[config.mk]
export PLATFORM = sky130hd
export DESIGN_NAME = mmio_uart_tx
export DESIGN_NICKNAME = d
export VERILOG_FILES = /design/src/rtl/mmio_uart_tx.sv
export SDC_FILE = /design/constraint.sdc
export NUM_CORES = 1
export LEC_CHECK = 0
export CORE_MARGIN = 4
export CORE_UTILIZATION = 59
export CTS_BUF_LIST = sky130_fd_sc_hd__clkbuf_8
export CTS_CLUSTER_SIZE = 10
export DETAILED_ROUTE_END_ITERATION = 8
export MAX_ROUTING_LAYER = met4
export PLACE_DENSITY = 0.94
export SYNTH_ARGS = -nofsm -noshare
export SYNTH_HDL_FRONTEND = slang
export SYNTH_SLANG_ARGS = --single-unit
[constraint.sdc]
create_clock -name i_clk -period 4.25 [get_ports i_clk]
set_input_delay 0.425 -clock i_clk [delete_from_list [all_inputs] [get_ports i_clk]]
set_output_delay 0.425 -clock i_clk [all_outputs]
set_load 0.02 [all_outputs]
[src/rtl/mmio_uart_tx.sv]
// rtl/mmio_uart_tx.sv - memory-mapped 8N1 UART transmitter with TX FIFO and baud-timed shifter
// Optional parity bit after the data bits is built when UART_TX_PARITY_EN is defined.
module mmio_uart_tx #(
  parameter int          FIFO_DEPTH    = 16,
  parameter logic [15:0] DIVISOR_RESET = 16'd217
) (
  input  logic        i_clk,
  input  logic        i_rst,
  input  logic        i_sel,
  input  logic [31:0] i_addr,
  input  logic [31:0] i_wdata,
  input  logic [1:0]  i_width,
  input  logic        i_we,
  input  logic        i_zeroextend,
  output logic [31:0] o_rdata,
  output logic        o_tx,
  output logic        o_irq
);
  localparam int AW = $clog2(FIFO_DEPTH);
  localparam int CW = AW + 1;

  typedef enum logic [2:0] {
    ST_IDLE,
    ST_START,
    ST_DATA,
`ifdef UART_TX_PARITY_EN
    ST_PARITY,
`endif
    ST_STOP
  } state_t;

  state_t      state_q, state_d;
  logic [15:0] baud_q, baud_d;
  logic [2:0]  bit_idx_q, bit_idx_d;
  logic [7:0]  shift_q, shift_d;
  logic [15:0] divisor_q, divisor_d;
  logic        tx_en_q, tx_en_d;
  logic        irq_en_q, irq_en_d;
  logic        overflow_q, overflow_d;
  logic [AW-1:0] wr_ptr_q, wr_ptr_d, rd_ptr_q, rd_ptr_d;
  logic [CW-1:0] count_q, count_d;
  logic [31:0] rdata_q, rdata_d;
  logic [7:0]  fifo_mem [FIFO_DEPTH];
`ifdef UART_TX_PARITY_EN
  logic        parity_odd_q, parity_odd_d;
  logic        parity_q, parity_d;
`endif

  logic        fifo_full, fifo_empty, busy, push_req, push, pop;
  logic        aligned, do_store, is_load;
  logic [3:0]  wr_mask;
  logic [31:0] wr_data, bit_mask, rd_word, rd_shift, load_val;
  logic [15:0] div_m1;
  logic        ctrl_parity_rd;
  logic        unused_ok;

  assign unused_ok  = ^i_addr[31:4];
  assign fifo_full  = (count_q == CW'(FIFO_DEPTH));
  assign fifo_empty = (count_q == '0);
  assign busy       = (state_q != ST_IDLE);
  assign div_m1     = (divisor_q == 16'd0) ? 16'd0 : divisor_q - 16'd1;
`ifdef UART_TX_PARITY_EN
  assign ctrl_parity_rd = parity_odd_q;
`else
  assign ctrl_parity_rd = 1'b0;
`endif

  // Bus decode: lane placement of store data and alignment of the access.
  always_comb begin
    wr_data = '0;
    wr_mask = '0;
    aligned = 1'b1;
    case (i_width)
      2'd1: begin
        wr_data = {4{i_wdata[7:0]}};
        wr_mask = 4'b0001 << i_addr[1:0];
      end
      2'd2: begin
        wr_data = {2{i_wdata[15:0]}};
        wr_mask = i_addr[1] ? 4'b1100 : 4'b0011;
        aligned = ~i_addr[0];
      end
      2'd3: begin
        wr_data = i_wdata;
        wr_mask = 4'hF;
        aligned = (i_addr[1:0] == 2'd0);
      end
      default: ;
    endcase
    bit_mask = {{8{wr_mask[3]}}, {8{wr_mask[2]}}, {8{wr_mask[1]}}, {8{wr_mask[0]}}};
    do_store = i_sel & i_we & (i_width != 2'd0) & aligned;
    is_load  = i_sel & ~i_we & (i_width != 2'd0);
    push_req = do_store & (i_addr[3:2] == 2'd0) & wr_mask[0];
    push     = push_req & ~fifo_full;
  end

  always_comb begin
    case (i_addr[3:2])
      2'd1:    rd_word = {19'd0, 5'(count_q), 4'd0, overflow_q, busy, fifo_empty, fifo_full};
      2'd2:    rd_word = {16'd0, divisor_q};
      2'd3:    rd_word = {29'd0, irq_en_q, ctrl_parity_rd, tx_en_q};
      default: rd_word = 32'd0;
    endcase
    rd_shift = rd_word >> {i_addr[1:0], 3'b000};
    load_val = 32'd0;
    if (aligned) begin
      case (i_width)
        2'd1:    load_val = i_zeroextend ? {24'd0, rd_shift[7:0]} : {{24{rd_shift[7]}}, rd_shift[7:0]};
        2'd2:    load_val = i_zeroextend ? {16'd0, rd_shift[15:0]} : {{16{rd_shift[15]}}, rd_shift[15:0]};
        default: load_val = rd_shift;
      endcase
    end
    rdata_d = is_load ? load_val : rdata_q;
  end

  // Register file writes; overflow is sticky until software writes 1 to STATUS[3].
  always_comb begin
    divisor_d  = divisor_q;
    tx_en_d    = tx_en_q;
    irq_en_d   = irq_en_q;
    overflow_d = overflow_q;
`ifdef UART_TX_PARITY_EN
    parity_odd_d = parity_odd_q;
`endif
    if (do_store) begin
      case (i_addr[3:2])
        2'd1: if (wr_mask[0] && wr_data[3]) overflow_d = 1'b0;
        2'd2: divisor_d = (divisor_q & ~bit_mask[15:0]) | (wr_data[15:0] & bit_mask[15:0]);
        2'd3: if (wr_mask[0]) begin
          tx_en_d  = wr_data[0];
          irq_en_d = wr_data[2];
`ifdef UART_TX_PARITY_EN
          parity_odd_d = wr_data[1];
`endif
        end
        default: ;
      endcase
    end
    if (push_req && fifo_full) overflow_d = 1'b1;
  end

  always_comb begin
    wr_ptr_d = push ? wr_ptr_q + AW'(1) : wr_ptr_q;
    rd_ptr_d = pop ? rd_ptr_q + AW'(1) : rd_ptr_q;
    case ({push, pop})
      2'b10:   count_d = count_q + CW'(1);
      2'b01:   count_d = count_q - CW'(1);
      default: count_d = count_q;
    endcase
  end

  // TX FSM: each bit holds baud_q from reload down to 0; STOP may chain directly into START.
  always_comb begin
    state_d   = state_q;
    baud_d    = baud_q;
    bit_idx_d = bit_idx_q;
    shift_d   = shift_q;
    pop       = 1'b0;
`ifdef UART_TX_PARITY_EN
    parity_d  = parity_q;
`endif
    if (state_q != ST_IDLE && baud_q != 16'd0) begin
      baud_d = baud_q - 16'd1;
    end else begin
      case (state_q)
        ST_START: begin
          state_d   = ST_DATA;
          bit_idx_d = 3'd0;
          baud_d    = div_m1;
        end
        ST_DATA: begin
          shift_d   = {1'b0, shift_q[7:1]};
          bit_idx_d = bit_idx_q + 3'd1;
          baud_d    = div_m1;
`ifdef UART_TX_PARITY_EN
          if (bit_idx_q == 3'd7) state_d = ST_PARITY;
`else
          if (bit_idx_q == 3'd7) state_d = ST_STOP;
`endif
        end
`ifdef UART_TX_PARITY_EN
        ST_PARITY: begin
          state_d = ST_STOP;
          baud_d  = div_m1;
        end
`endif
        default: begin
          state_d = ST_IDLE;
          if (tx_en_q && !fifo_empty) begin
            pop     = 1'b1;
            shift_d = fifo_mem[rd_ptr_q];
            state_d = ST_START;
            baud_d  = div_m1;
`ifdef UART_TX_PARITY_EN
            parity_d = ^fifo_mem[rd_ptr_q] ^ parity_odd_q;
`endif
          end
        end
      endcase
    end
  end

  always_comb begin
    case (state_q)
      ST_START: o_tx = 1'b0;
      ST_DATA:  o_tx = shift_q[0];
`ifdef UART_TX_PARITY_EN
      ST_PARITY: o_tx = parity_q;
`endif
      default:  o_tx = 1'b1;
    endcase
  end

  assign o_irq   = irq_en_q & fifo_empty & ~busy;
  assign o_rdata = rdata_q;

  always_ff @(posedge i_clk) begin
    if (push) fifo_mem[wr_ptr_q] <= wr_data[7:0];
  end

  always_ff @(posedge i_clk) begin
    if (i_rst) begin
      state_q    <= ST_IDLE;
      baud_q     <= '0;
      bit_idx_q  <= '0;
      shift_q    <= '0;
      divisor_q  <= DIVISOR_RESET;
      tx_en_q    <= 1'b0;
      irq_en_q   <= 1'b0;
      overflow_q <= 1'b0;
      wr_ptr_q   <= '0;
      rd_ptr_q   <= '0;
      count_q    <= '0;
      rdata_q    <= '0;
`ifdef UART_TX_PARITY_EN
      parity_odd_q <= 1'b0;
      parity_q     <= 1'b0;
`endif
    end else begin
      state_q    <= state_d;
      baud_q     <= baud_d;
      bit_idx_q  <= bit_idx_d;
      shift_q    <= shift_d;
      divisor_q  <= divisor_d;
      tx_en_q    <= tx_en_d;
      irq_en_q   <= irq_en_d;
      overflow_q <= overflow_d;
      wr_ptr_q   <= wr_ptr_d;
      rd_ptr_q   <= rd_ptr_d;
      count_q    <= count_d;
      rdata_q    <= rdata_d;
`ifdef UART_TX_PARITY_EN
      parity_odd_q <= parity_odd_d;
      parity_q     <= parity_d;
`endif
    end
  end
endmodule

==> impl_metrics.ini <==
[critical_path]
path_class = in2reg
end_kind = flop
cp-start-kind = primary input
critical_path_peak_fanout = 9
cp.required_ns = 4.64
arrival_ns = 3.99

[pwr]
p_leak_nw = 3.62
p_switching_mw = 0.896
seqPwrFrac_pct = 54.1
ir_worst_vdd_uv = 342
power_density_mw_per_mm2 = 364
p_clk_share_pct = 42.4
internal_power_mw = 3.12
power_frac_comb_pct = 3.5
switching_share_pct = 22.3

[clock_network]
numCtsBuffers = 34
ctsHoldBuffers = 0
clkSinkCount = 210
post_cts_resized = 0
worstSkewPairLatency_ns = 0.53
clk_path_buf_depth = 3
cts.clk_slew.worst_paths_ns = 0.06
h-tree-depth = 2
cts_setup_buffers = 0
cts_tree = yes
cts_root_buf = clkbuf_8

[synthesis]
ys_async_sr_fraction_pct = 0
netlist_instances = 773
ys.flop_type = edfxtp_1
synth_compound_area_share_pct = 10.7
syn_area_mm2 = 0.00963
syn_area_per_cell_um2 = 12.5
synth-seq-area-share_pct = 57.0
ys_types = 68
syn_nets = 864
synthAdderAreaFrac_pct = 2.60
ys_warn_count = 0
synth_edf_count = 128
synthMuxAreaShare_pct = 10.4
synth_xor_area_share_pct = 2.09
synth_top_family_by_area = simple AND/OR/NAND/NOR gates
synth-seq-cells = 210
yosys.area_share.simple_pct = 13.3

[cells_and_area]
diodes = 0
area_delta_synth_final_pct = 14.5
drive_above_1_share_pct = 15.7
nFillCells = 1004
instances_no_fill = 1072
final_cell_mix = 128 x edfxtp_1, 80 x dfxtp_1, 79 x nor2_1
layout_commonest_cell = edfxtp_1
fin_nets = 923

[detailed_routing]
drt_iter0_drc = 1028
vias_per_cell = 6.45
drc_errors = 0
drtAntennaViolNets = 0
dr_total_vias = 6914
routed_wl_um = 24200
wl_per_cell_um = 22.6
dr.pass1.iters = 6

[global_routing]
grt_pass1_vias = 6886
grt_max_degree = 53
grt_first_pass_wirelength_um = 38100
overflow = 0
antenna_found_initial = 0
grt_usage_pct = 27.6

[timing]
timing.final.crit_share_pct = 84.7
slew_headroom_pct = 34.8
rsz0062_at_grt = no
final_max_slew_viol_count = 0
fin_skew_ns = 0.0351
tns_ns = 0
final_hold_viol_count = 0
tightest_slew_ns = 0.976
fmax_mhz = 278
setup_viol = 0
fin_ws_ns = 0.650
layout_min_cycle_time_ns = 3.60

[run_status]
status = finished, final reports clean

[die]
start_util_pct = 60.4
fp.coreArea_mm2 = 0.0159
die_h_um = 136
die_w_um = 136
rows = 46
io_pins = 105
die_area_mm2 = 0.0184

[placement]
dp_cells = 1012
portBuffers = 60
hpwl_um = 15900
gp_congestion = 0.944
dpl_worst_slack_ns = 0.238

[worst_hold_path]
hold_class = in2reg

[job]
drv_cap = 0
cells by family (layout without fill, tap and decap cells):
logic type	count (synthesis)	in the layout
AO/OA/AOI/OAI	144	144
XOR/XNOR	23	23
adder cells (fa/ha/maj)	20	20
buffers and inverters	77	160
flip-flops	210	210
multiplexers	51	51
AND/OR/NAND/NOR	248	248
registers in the layout, indices dropped and copies added (netlist names), named ones only:
name        count
tx_en_q         1
state_q         2
shift_q         8
fifo_mem      128
irq_en_q        1
bit_idx_q       3
rd_ptr_q        4
o_rdata        17
overflow_q      1
count_q         5
wr_ptr_q        4
baud_q         16
through the flow:
step / total power [mW] / hold slack, ns / util (%) / cell area (µm²)
final: 4.02 / 0.355 / 69.1 / 11000
after global routing: 4.16 / 0.377 / 69.1 / 11000
after CTS: 4.03 / 0.344 / 69.1 / 11000
after detailed placement: 2.35 / 0.454 / 65.0 / 10400
after global placement: 2.34 / 0.444 / 65.0 / 10400
after floorplan: 2.29 / 0.426 / - / 9630
power by group through the flow:
| stage | registers [mW] | logic [mW] | clock network [mW] |
|---|---|---|---|
| after global routing | 2.17 | 0.149 | 1.84 |
| after floorplan | 2.21 | 0.0742 | 0 |
| final | 2.17 | 0.142 | 1.70 |
| after CTS | 2.17 | 0.137 | 1.72 |
| after global placement | 2.21 | 0.126 | 0 |
| after detailed placement | 2.22 | 0.134 | 0 |
worst max-delay path, cell delays in order:
cell,delay [ns]
clkdlybuf4s50_1,0.52
inv_1,0.10
ha_1,0.24
nand4bb_1,0.23
a2111o_1,0.54
nor4b_2,0.36
inv_1,0.15
ha_1,0.33
xor2_1,0.18
ha_1,0.23
a21o_1,0.18
nand2_1,0.07
a21oi_1,0.07
o21bai_1,0.17
xor2_1,0.15
nor2_1,0.05
Yosys cell counts (3+ instances only):
cell / count / share of area, %
a211o_1: 7 / 0.64
a211oi_1: 4 / 0.31
a21o_1: 3 / 0.23
a21oi_1: 30 / 1.6
a221o_1: 8 / 0.83
a221oi_1: 13 / 1.2
a22oi_1: 24 / 1.9
and2_1: 13 / 0.84
buf_1: 4 / 0.16
buf_2: 4 / 0.21
buf_4: 18 / 1.4
clkbuf_1: 33 / 1.3
dfxtp_1: 82 / 17
edfxtp_1: 128 / 40
ha_1: 20 / 2.6
inv_1: 17 / 0.66
mux2_2: 4 / 0.47
mux2i_1: 8 / 0.83
mux4_2: 39 / 9.1
nand2_1: 44 / 1.7
nand2b_1: 11 / 0.71
nand3_1: 12 / 0.62
nand4_1: 3 / 0.19
nor2_1: 79 / 3.1
nor2b_1: 18 / 1.2
nor3_1: 24 / 1.2
nor3b_1: 3 / 0.23
nor4_1: 9 / 0.58
o211ai_1: 4 / 0.31
o21ai_0: 24 / 1.2
o22ai_1: 4 / 0.26
or3_1: 8 / 0.52
or4_1: 4 / 0.31
or4_4: 3 / 0.35
xnor2_1: 11 / 1.0
xor2_1: 12 / 1.1
path summary, 6_finish.rpt:
| kind | startpoint | endpoint | slack, ns | cells past startpoint |
|---|---|---|---|---|
| worst max-delay path | i_width[0] | count_q[4] | 0.65 | 16 |
| worst min-delay path | i_rst | count_q[3] | 0.35 | 2 |
| worst max register to register | baud_q[0] | count_q[4] | 1.06 | 15 |
| worst min register to register | bit_idx_q[1] | bit_idx_q[1] | 0.46 | 2 |
per-layer routing:
layer	routed length (µm)	track usage, %	up-vias
met3	2410	4.72	94
met4	946	9.80	0
li1	-	-	3040
met5	0	-	-
met1	8830	35.8	3302
met2	12000	44.4	478
cell type report:
class / instances / area, µm² / area share, %
clock buffer: 39 / 537 / 4.87
multi-input combinational: 486 / 3770 / 34.2
timing repair buffer: 83 / 768 / 6.97
clock inverter: 21 / 123 / 1.11
tap: 216 / 270 / 2.45
inverter: 17 / 63.8 / 0.579
sequential: 210 / 5490 / 49.8
No activity file was read; power rests on OpenSTA's default activity.
